<file path="config.mk">
export PLATFORM = sky130hd
export DESIGN_NAME = instr_fetch_unit
export DESIGN_NICKNAME = d
export VERILOG_FILES = /design/src/rtl/instr_fetch_unit.sv
export SDC_FILE = /design/constraint.sdc
export NUM_CORES = 1
export LEC_CHECK = 0
export CAP_MARGIN = 20
export CORE_ASPECT_RATIO = 2
export CORE_UTILIZATION = 42
export CTS_BUF_LIST = sky130_fd_sc_hd__clkbuf_16
export CTS_CLUSTER_SIZE = 12
export DETAILED_ROUTE_END_ITERATION = 16
export PLACE_DENSITY = 0.81
export SYNTH_ARGS = -nofsm -noshare
export SYNTH_HDL_FRONTEND = slang
export SYNTH_SLANG_ARGS = --single-unit
</file>
<file path="constraint.sdc">
create_clock -name Clk -period 2.9 [get_ports Clk]
set_input_delay 0.58 -clock Clk [delete_from_list [all_inputs] [get_ports Clk]]
set_output_delay 0.58 -clock Clk [all_outputs]
set_load 0.03 [all_outputs]
</file>
<file path="src/rtl/instr_fetch_unit.sv">
// ---------------------------------------------------------------------------
// instr_fetch_unit
//
// Purpose:
//   Front end of the pipelined datapath. Owns the program counter, presents
//   it as a word-aligned byte address to a combinational instruction memory,
//   and captures the returned word into the IF/ID pipeline register. It also
//   handles stall, flush, branch/jump redirect and halt detection.
//
// Optional feature (compile-time macro):
//   FETCH_BOUND_CHECK_EN
//     When defined, fetches from PC >= MEM_WORDS*4 load a bubble into IF/ID
//     and set the sticky FetchFault flag. When undefined, there is no range
//     check and FetchFault is tied to 0.
//
// Ports:
//   Clk               in   1   rising-edge clock
//   Rst               in   1   asynchronous active-low reset
//   Stall             in   1   hold PC and IF/ID
//   Flush             in   1   next IF/ID load becomes a bubble
//   Branch            in   1   redirect to BranchTarget
//   BranchTarget      in  32   branch destination byte address
//   Jump              in   1   redirect to JumpTarget (beats Branch)
//   JumpTarget        in  32   jump destination byte address
//   Address           out 32   byte address to instruction memory (= PC)
//   Instruction       in  32   word returned combinationally by memory
//   PC                out 32   current program counter
//   IF_ID_Instruction out 32   registered fetched instruction
//   IF_ID_PCPlus4     out 32   registered PC+4 of that instruction
//   IF_ID_Valid       out  1   IF/ID holds a real instruction
//   Halted            out  1   fetch halted (leave only through reset)
//   FetchFault        out  1   sticky out-of-range fetch flag
//   DbgState          out  2   FSM state: 0=BOOT, 1=RUN, 2=HALTED
//
// Handshake: there is no valid/ready pair on the memory side. Address is
// valid every cycle and Instruction must be valid within the same cycle;
// IF_ID_Valid qualifies the IF/ID register contents for the decode stage.
// ---------------------------------------------------------------------------
module instr_fetch_unit #(
  parameter logic [31:0] RESET_PC  = 32'h0000_0000,
  parameter int          MEM_WORDS = 174,
  parameter logic [31:0] HALT_WORD = 32'hFFFF_FFFF
) (
  input  logic        Clk,
  input  logic        Rst,
  input  logic        Stall,
  input  logic        Flush,
  input  logic        Branch,
  input  logic [31:0] BranchTarget,
  input  logic        Jump,
  input  logic [31:0] JumpTarget,
  output logic [31:0] Address,
  input  logic [31:0] Instruction,
  output logic [31:0] PC,
  output logic [31:0] IF_ID_Instruction,
  output logic [31:0] IF_ID_PCPlus4,
  output logic        IF_ID_Valid,
  output logic        Halted,
  output logic        FetchFault,
  output logic [1:0]  DbgState
);

  typedef enum logic [1:0] {
    ST_BOOT   = 2'd0,
    ST_RUN    = 2'd1,
    ST_HALTED = 2'd2
  } state_t;

  state_t      r_state;
  logic [31:0] r_pc;
  logic [31:0] r_if_instr;
  logic [31:0] r_if_pcplus4;
  logic        r_if_valid;
  logic        r_halted;

  logic [31:0] w_pc_plus4;
  logic        w_redirect;
  logic [31:0] w_target;
  logic        w_oob;
  logic        w_load;
  logic        w_halt_hit;

  // MEM_WORDS must describe a real memory.
  if (MEM_WORDS < 1) begin : g_bad_mem_words
    $error("instr_fetch_unit: MEM_WORDS must be at least 1");
  end

  // 32-bit modulo increment: 32'hFFFF_FFFC wraps to 0.
  assign w_pc_plus4 = r_pc + 32'd4;
  assign w_redirect = Jump | Branch;
  // Jump beats Branch; misaligned targets are silently word-aligned.
  assign w_target   = Jump ? {JumpTarget[31:2], 2'b00}
                           : {BranchTarget[31:2], 2'b00};

`ifdef FETCH_BOUND_CHECK_EN
  localparam logic [31:0] BOUND_BYTES = 32'(MEM_WORDS) * 32'd4;
  logic r_fault;

  assign w_oob      = (r_pc >= BOUND_BYTES);
  assign FetchFault = r_fault;

  // Sticky until reset; set at any non-stalled RUN edge that fetched out of range.
  always_ff @(posedge Clk or negedge Rst) begin
    if (!Rst) begin
      r_fault <= 1'b0;
    end else if ((r_state == ST_RUN) && w_oob && !Stall) begin
      r_fault <= 1'b1;
    end
  end
`else
  assign w_oob      = 1'b0;
  assign FetchFault = 1'b0;
`endif

  // A real instruction enters IF/ID only when nothing kills or holds it.
  assign w_load     = !w_redirect && !Flush && !Stall;
  assign w_halt_hit = w_load && !w_oob && (Instruction == HALT_WORD);

  always_ff @(posedge Clk or negedge Rst) begin
    if (!Rst) begin
      r_state      <= ST_BOOT;
      r_pc         <= RESET_PC;
      r_if_instr   <= 32'd0;
      r_if_pcplus4 <= 32'd0;
      r_if_valid   <= 1'b0;
      r_halted     <= 1'b0;
    end else begin
      case (r_state)
        ST_BOOT: begin
          // PC held; IF/ID gets one bubble while memory settles on RESET_PC.
          r_if_instr   <= 32'd0;
          r_if_pcplus4 <= 32'd0;
          r_if_valid   <= 1'b0;
          r_state      <= ST_RUN;
        end

        ST_RUN: begin
          // PC update, first matching rule wins.
          if (w_redirect) begin
            r_pc <= w_target;
          end else if (Stall || w_halt_hit) begin
            r_pc <= r_pc;
          end else begin
            r_pc <= w_pc_plus4;
          end

          // IF/ID update: redirect/flush kill the wrong-path fetch.
          if (w_redirect || Flush) begin
            r_if_instr   <= 32'd0;
            r_if_pcplus4 <= 32'd0;
            r_if_valid   <= 1'b0;
          end else if (Stall) begin
            r_if_instr   <= r_if_instr;
            r_if_pcplus4 <= r_if_pcplus4;
            r_if_valid   <= r_if_valid;
          end else if (w_oob) begin
            r_if_instr   <= 32'd0;
            r_if_pcplus4 <= 32'd0;
            r_if_valid   <= 1'b0;
          end else begin
            r_if_instr   <= Instruction;
            r_if_pcplus4 <= w_pc_plus4;
            r_if_valid   <= 1'b1;
          end

          // The HALT word itself enters IF/ID as a valid instruction.
          if (w_halt_hit) begin
            r_state  <= ST_HALTED;
            r_halted <= 1'b1;
          end
        end

        ST_HALTED: begin
          // All control inputs ignored; only reset leaves this state.
          r_if_instr   <= 32'd0;
          r_if_pcplus4 <= 32'd0;
          r_if_valid   <= 1'b0;
          r_halted     <= 1'b1;
        end

        default: begin
          r_state <= ST_BOOT;
        end
      endcase
    end
  end

  assign Address           = r_pc;
  assign PC                = r_pc;
  assign IF_ID_Instruction = r_if_instr;
  assign IF_ID_PCPlus4     = r_if_pcplus4;
  assign IF_ID_Valid       = r_if_valid;
  assign Halted            = r_halted;
  assign DbgState          = r_state;

endmodule

</file>
==> run summary, run 1 <==
CP max FO: 17
worst skew pair latency: 0.34 ns
Clock transition at path regs: 0.07 ns
gpl congestion: 0.902
highest routed metal layer: met4
post-place instance area: 7340 sq um
post-CTS setup buffers: 0
DRC Markers: 0
sequential share of the synthesized area: 47.1%
CTS Hold Bufs: 0
nets@finish: 828
Die ar.: 12,700 sq um
port bufs: 225
Core Area: 11,800 sq um
Via density: 5.80
largest net degree at the start of global routing: 62
synthesis-stage register bit count: 97
cell taking the most area after synthesis: dfrtp_1
post-cts sizing count: 0
R2R Setup Slk: 0.52 ns
synthesis-to-finish area growth: 48.2%
Longest Clk Path Bufs: 2
Pins Over Slew Limit: 0
post-synth cell types: 52
Seq. cell area: 2430 sq um
clk root buf: clkbuf_16
most common cell in the netlist: dfrtp_1
IO Pins: 235
RSZ-0062 raised after global routing: no
required time of the worst setup path: 3.16 ns
Tcrit/Tclk final: 90.2%
pin slew with the least headroom to its limit: 0.789 ns
status: finished clean
met2 WL: 9800 microns
share of layout cells above drive strength 1: 6.85%
Met1 Routed Length: 5770 microns
remaining antenna violation count after routing: 0
Slowest-stage cell, CP: clkdlybuf4s50_1
initial antenna violation count: 0
wire length per cell: 20.0 microns
setup_tns: 0 ns
asr flop ratio synth: 100%
GRT Overall Usage: 28.1%
Final Util: 64.5%
Mean Syn Cell Area: 9.61 sq um
H-Tree Depth: 3
DP Cell Count: 859
final global-route overflow total: 0
CP delay by family, top: buffers and inverters
die height: 159 microns
Reg2Reg Launch Point: Address[2]$_DFFE_PN0P_
Hold Violations, Final: 0
fillers: 966
Pre-antenna DRT Iters: 5
worst hold path type: primary input to asynchronous set/reset pin
met3 wire length: 1190 microns
multi-input logic area: 2230 sq um
Synth Warn #: 0
Inserted Clock Buffers: 9
CP Buf/Inv Count: 3
minimum clock period: 2.62 ns
number of global-route vias before repair: 5,052
CP Class: primary input to flip-flop
final setup fails: 0
clock sinks: 97
critical path, cell by cell: clkdlybuf4s50_1 -> nand4_1 -> nor4_1 -> buf_4 -> nand2_1 -> o31ai_4 -> buf_4 -> a21oi_1 -> o22ai_1
DP Wirelength: 13,000 microns
wire length of the first global-routing pass: 26,600 microns
crit-path most repeated cell: buf_4
Crit. End Element: flip-flop
initial core utilization: 43.5%
n_diodes: 0
clk_skew: 0.00670 ns
Slew headroom: 47.4%
TritonCTS clock tree: done
design area: 7630 sq um
num rows: 56
Post-synth top flop: dfrtp_1
top cells by area, synth: dfrtp_1 (47%), a22o_1 (7.5%), buf_4 (5.2%), o21ai_0 (4.7%), nand2_1 (4.2%)
Synth Cell Area: 5150 sq um
Mapped Cells: 536
arrival time worst endpoint: 2.88 ns
WL final: 17,500 microns
Post-synth EDFFs: 0
Fmax: 382 MHz
Initial DRC Count: 398
pwr dens: 484 nW/um^2
Yosys top cell area share: 47.1%
Static Leak: 3.21 nW
Final Non-Filler Cells: 875
maximum VDD drop: 0.452 mV
most frequent cells after synthesis: dfrtp_1 (97), nand2_1 (57), o21ai_0 (48), a22o_1 (44), buf_4 (36)
Max-Cap Viols: 0
vias: 5,073
die width: 80.3 microns
Crit path largest cell delay: 0.56 ns
Crit. Startpoint: Instruction[16]
CP startpoint kind: primary input
==> final timing paths <==
| check | endpoint | cells after the start |
|---|---|---|
| hold / removal | IF_ID_Instruction[24]$_DFFE_PN0P_ | 1 |
| max in group asynchronous | IF_ID_PCPlus4[7]$_DFFE_PN0P_ | 2 |
| setup reg to reg | IF_ID_PCPlus4[26]$_DFFE_PN0P_ | 7 |
| hold reg to reg | IF_ID_PCPlus4[25]$_DFFE_PN0P_ | 2 |
| min in group Clk | IF_ID_PCPlus4[25]$_DFFE_PN0P_ | 2 |
| setup / recovery | Address[17]$_DFFE_PN0P_ | 9 |
==> metal layers <==
| layer | track usage (%) | vias up |
|---|---|---|
| li1 | - | 2276 |
| met1 | 28.1 | 2459 |
| met2 | 53.2 | 285 |
| met3 | 4.53 | 53 |
| met4 | 16.2 | 0 |
| met5 | 0 | - |
==> flip-flops by register name (all words and copies together), names as in the netlist <==
signal,flops
IF_ID_PCPlus4,31
Address,30
DbgState,2
IF_ID_Instruction,32
IF_ID_Valid,1
Halted,1
==> worst register-to-register path, delay by kind of cell, from the launching register on <==
family	cells	cell delay (ns)
compound gates	1	0.13
flops	1	0.38
xor+xnor	1	0.26
fa+ha+maj	1	0.33
simple gates	4	1.16
==> kinds of logic after synthesis <==
| group | share of synthesized area (%) |
|---|---|
| xor+xnor | 4.76 |
| simple gates | 14.2 |
| flops | 47.1 |
| compound gates | 22.3 |
| fa+ha+maj | 0.243 |
| mux | 0.972 |
| other cells | 0.0728 |
| buf+inv | 10.3 |
==> area by class of cell <==
class	count	area share, %
Multi-Input combinational cell	357	29.2
Tap cell	145	2.38
Clock buffer	9	2.95
Sequential cell	97	31.8
Timing Repair Buffer	247	32.1
Clock inverter	7	0.918
Inverter	13	0.639
==> report_power, final <==
part / internal, mW / switching (mW)
logic: 0.437 / 0.527
clock network: 0.667 / 0.521
registers: 1.42 / 0.125
total: 2.52 / 1.17
==> through the flow <==
| stage | setup WS (ns) | hold WS (ns) | power, mW |
|---|---|---|---|
| after global placement | 0.0392 | 0.460 | 2.51 |
| after floorplan | 0.575 | 0.284 | 2.09 |
| after CTS | 0.334 | 0.341 | 3.71 |
| after detailed placement | -0.00139 | 0.466 | 2.52 |
| final | 0.285 | 0.314 | 3.70 |
| after global routing | 0.140 | 0.383 | 3.82 |
==> cell usage in the layout, fill, tap and decap left out, types with 2 or more instances in the layout <==
cell               n
mux2i_1            5
and3_1            12
clkdlybuf4s50_1  224
xnor2_1            9
o21ai_0           48
nand2_1           57
o22ai_1           11
clkinvlp_4         2
and3_2             3
and4_1             2
a31oi_1            3
conb_1             5
buf_12             3
inv_1             14
o31a_1            12
dfrtp_1           97
or2_2              2
nor2_1            20
a211o_1            2
nand3_1           14
a211oi_1           3
a22o_1            44
a21oi_1           35
nor3_1             5
nor3_4             2
buf_4             20
clkbuf_16          9
xor2_1            19
nand4_1           14
o21a_1             4
nor4_1             7
Note: power is estimated with default switching activity, not from simulation.
==> run 2: changes to the inputs <==
--- a/config.mk
+++ b/config.mk
@@ -9,7 +9,7 @@
 export CORE_ASPECT_RATIO = 2
 export CORE_UTILIZATION = 42
 export CTS_BUF_LIST = sky130_fd_sc_hd__clkbuf_16
-export CTS_CLUSTER_SIZE = 12
+export CTS_CLUSTER_SIZE = 24
 export DETAILED_ROUTE_END_ITERATION = 16
 export PLACE_DENSITY = 0.81
 export SYNTH_ARGS = -nofsm -noshare
==> constraint.sdc (replaced) <==
create_clock -name Clk -period 2.6 [get_ports Clk]
set_input_delay 0.52 -clock Clk [delete_from_list [all_inputs] [get_ports Clk]]
set_output_delay 0.52 -clock Clk [all_outputs]
set_load 0.03 [all_outputs]
==> run 2 against run 1 <==
Net effect:
- core utilization grew 0.64 points
- worst hold slack worse by 0.11 ns
- flip-flop and latch count is the same
- clock skew grew 0.0031 ns
- routed wire length hardly changed
- total power is 12% higher
- non-clock buffer count increased by 7
- count of clock-buffer cells in the layout stayed put
==> run summary, run 2 (synthesized netlist as in run 1, its figures left out) <==
status: finished clean
Switching Share: 31.7% (about the same)
CP max FO: 6 (-11)
Pint: 2.83 mW (+12%)
clock share of power: 32.1% (about the same)
DP Cell Count: 866 (+0.81%)
post-cts sizing count: 0 (unchanged)
Slowest-stage cell, CP: clkdlybuf4s50_1
H-Tree Depth: 3 (unchanged)
Pins Over Slew Limit: 0 (unchanged)
Static Leak: 3.26 nW (+1.5%)
post-CTS setup buffers: 0 (unchanged)
Max-Cap Viols: 0 (unchanged)
final global-route overflow total: 0 (unchanged)
maximum VDD drop: 0.373 mV (-17%)
RSZ-0062 raised after global routing: no
P_sw: 1.31 mW (+12%)
Tcrit/Tclk final: 95.6%
remaining antenna violation count after routing: 0 (unchanged)
DP Wirelength: 13,200 microns (+1.5%)
Clock transition at path regs: 0.07 ns (about the same)
Final Non-Filler Cells: 882 (+0.80%)
Reg power frac: 41.3% (-0.5 points)
met1 global-route usage: 28.1% (-0.037 points)
CP startpoint kind: primary input
port bufs: 225 (unchanged)
most frequent cells in the layout: clkdlybuf4s50_1 (224), dfrtp_1 (97), nand2_1 (57), o21ai_0 (48), a22o_1 (44)
Longest Clk Path Bufs: 2 (unchanged)
Fmax: 402 MHz
initial antenna violation count: 0 (unchanged)
post-place instance area: 7420 sq um (+1.1%)
design area: 7710 sq um (+1.0%)
largest net degree at the start of global routing: 56 (-9.7%)
Crit. End Element: flip-flop
Reg2Reg Launch Point: Address[7]$_DFFE_PN0P_
min setup slack post-route: 0.114 ns (-0.171 ns)
clock sinks: 97 (unchanged)
WL final: 17,500 microns (about the same)
clk_skew: 0.00979 ns (+0.00309 ns)
clk root buf: clkbuf_16
pwr dens: 537 nW/um^2 (+11%)
most common cell after layout, fill and taps aside: clkdlybuf4s50_1
die height: 159 microns (unchanged)
Core Area: 11,800 sq um (unchanged)
wire length per cell: 19.9 microns (-0.81%)
synthesis-to-finish area growth: 49.7%
initial core utilization: 43.5% (unchanged)
IO Pins: 235 (unchanged)
Slew headroom: 55.7% (+8.3 points)
setup_tns: 0 ns (unchanged)
CP Class: primary input to flip-flop
TritonCTS clock tree: done
Via density: 5.68 (-1.9%)
Pre-antenna DRT Iters: 6 (+1)
CTS Hold Bufs: 0 (unchanged)
n_diodes: 0 (unchanged)
GR Layer Usage met3: 3.84% (-0.69 points)
final setup fails: 0 (unchanged)
GRT met2 Usage: 52.9% (-0.28 points)
worst skew pair latency: 0.35 ns (about the same)
gpl congestion: 0.904 (+0.23%)
Logic pwr share: 26.6% (+0.5 points)
Crit path largest cell delay: 0.57 ns (about the same)
Initial DRC Count: 263 (-34%)
CP delay by family, top: buffers and inverters
die width: 80.3 microns (unchanged)
nets@finish: 835 (+0.85%)
CP Buf/Inv Count: 3 (unchanged)
Hold WS: 0.201 ns (-0.113 ns)
busiest grt layer: met2
Final Util: 65.1% (+0.64 points)
required time of the worst setup path: 2.85 ns (-0.31 ns)
Inserted Clock Buffers: 9 (unchanged)
num rows: 56 (unchanged)
Hold Violations, Final: 0 (unchanged)
worst hold path type: primary input to asynchronous set/reset pin
number of global-route vias before repair: 4,991 (-1.2%)
max reg flops: 32 (unchanged)
post-layout power: 4.14 mW (+12%)
wire length of the first global-routing pass: 26,100 microns (-1.9%)
GRT Overall Usage: 27.7% (-0.45 points)
fillers: 961 (-0.52%)
DRC Markers: 0 (unchanged)
critical path, cell by cell: clkdlybuf4s50_1 -> nand4_1 -> nor4_1 -> buf_4 -> nand2_1 -> o31ai_4 -> buf_4 -> o21ai_0 -> o21ai_0
dpl ws: -0.166 ns (-0.165 ns)
vias: 5,014 (-1.2%)
Crit. Startpoint: Instruction[16]
pin slew with the least headroom to its limit: 0.664 ns (-0.124 ns)
arrival time worst endpoint: 2.73 ns (-0.15 ns)
Die ar.: 12,700 sq um (unchanged)
share of layout cells above drive strength 1: 7.87% (+1.0 points)
minimum clock period: 2.49 ns
-- run 2: changes by cell type in the layout (fill, tap and decap cells not counted) --
cell        previous run  this run
buf_12                 3         5
clkinv_2               0         2
clkinv_4               1         0
clkinv_1               1         0
clkinvlp_4             2         1
inv_6                  1         2
buf_4                 20        25
-- run 2: routing by layer --
layer,vias up,share of wire (%)
met3,50,6.9
met5,-,0
met4,0,4.3
met1,2410,34
li1,2282,-
met2,272,55
-- run 2: worst paths after layout --
path	end	slack (ns)	cells after the start
max in group asynchronous	Address[7]$_DFFE_PN0P_	1.69	2
worst max-delay path	Address[11]$_DFFE_PN0P_	0.11	9
worst max register to register	Address[31]$_DFFE_PN0P_	0.31	6
min in group Clk	IF_ID_PCPlus4[22]$_DFFE_PN0P_	0.48	2
worst min-delay path	IF_ID_Instruction[24]$_DFFE_PN0P_	0.20	1
worst min register to register	IF_ID_PCPlus4[22]$_DFFE_PN0P_	0.48	2
-- run 2: final cells by class --
type,instances,area (sq um),share of cell area (%)
Clock buffer,9,225,2.92
Clock inverter,7,68.8,0.892
Inverter,13,48.8,0.633
Multi-Input combinational cell,357,2230,28.9
Sequential cell,97,2430,31.5
Tap cell,145,181,2.35
Timing Repair Buffer,254,2530,32.8
-- run 2: power by group through the flow --
stage	combinational [mW]	clock, mW	sequential (mW)
final	1.10	1.33	1.71
after global routing	1.16	1.41	1.72
after CTS	1.11	1.35	1.71
after detailed placement	1.10	0	1.74
after global placement	1.08	0	1.73
after floorplan	0.477	0	1.86
==> run 3: changes to the inputs <==
--- a/config.mk
+++ b/config.mk
@@ -12,6 +12,7 @@
 export CTS_CLUSTER_SIZE = 24
 export DETAILED_ROUTE_END_ITERATION = 16
 export PLACE_DENSITY = 0.81
+export SKIP_LAST_GASP = 1
 export SYNTH_ARGS = -nofsm -noshare
 export SYNTH_HDL_FRONTEND = slang
 export SYNTH_SLANG_ARGS = --single-unit
==> results of run 3 <==
The final DEF is identical to that of run 2; final timing and power are the same.
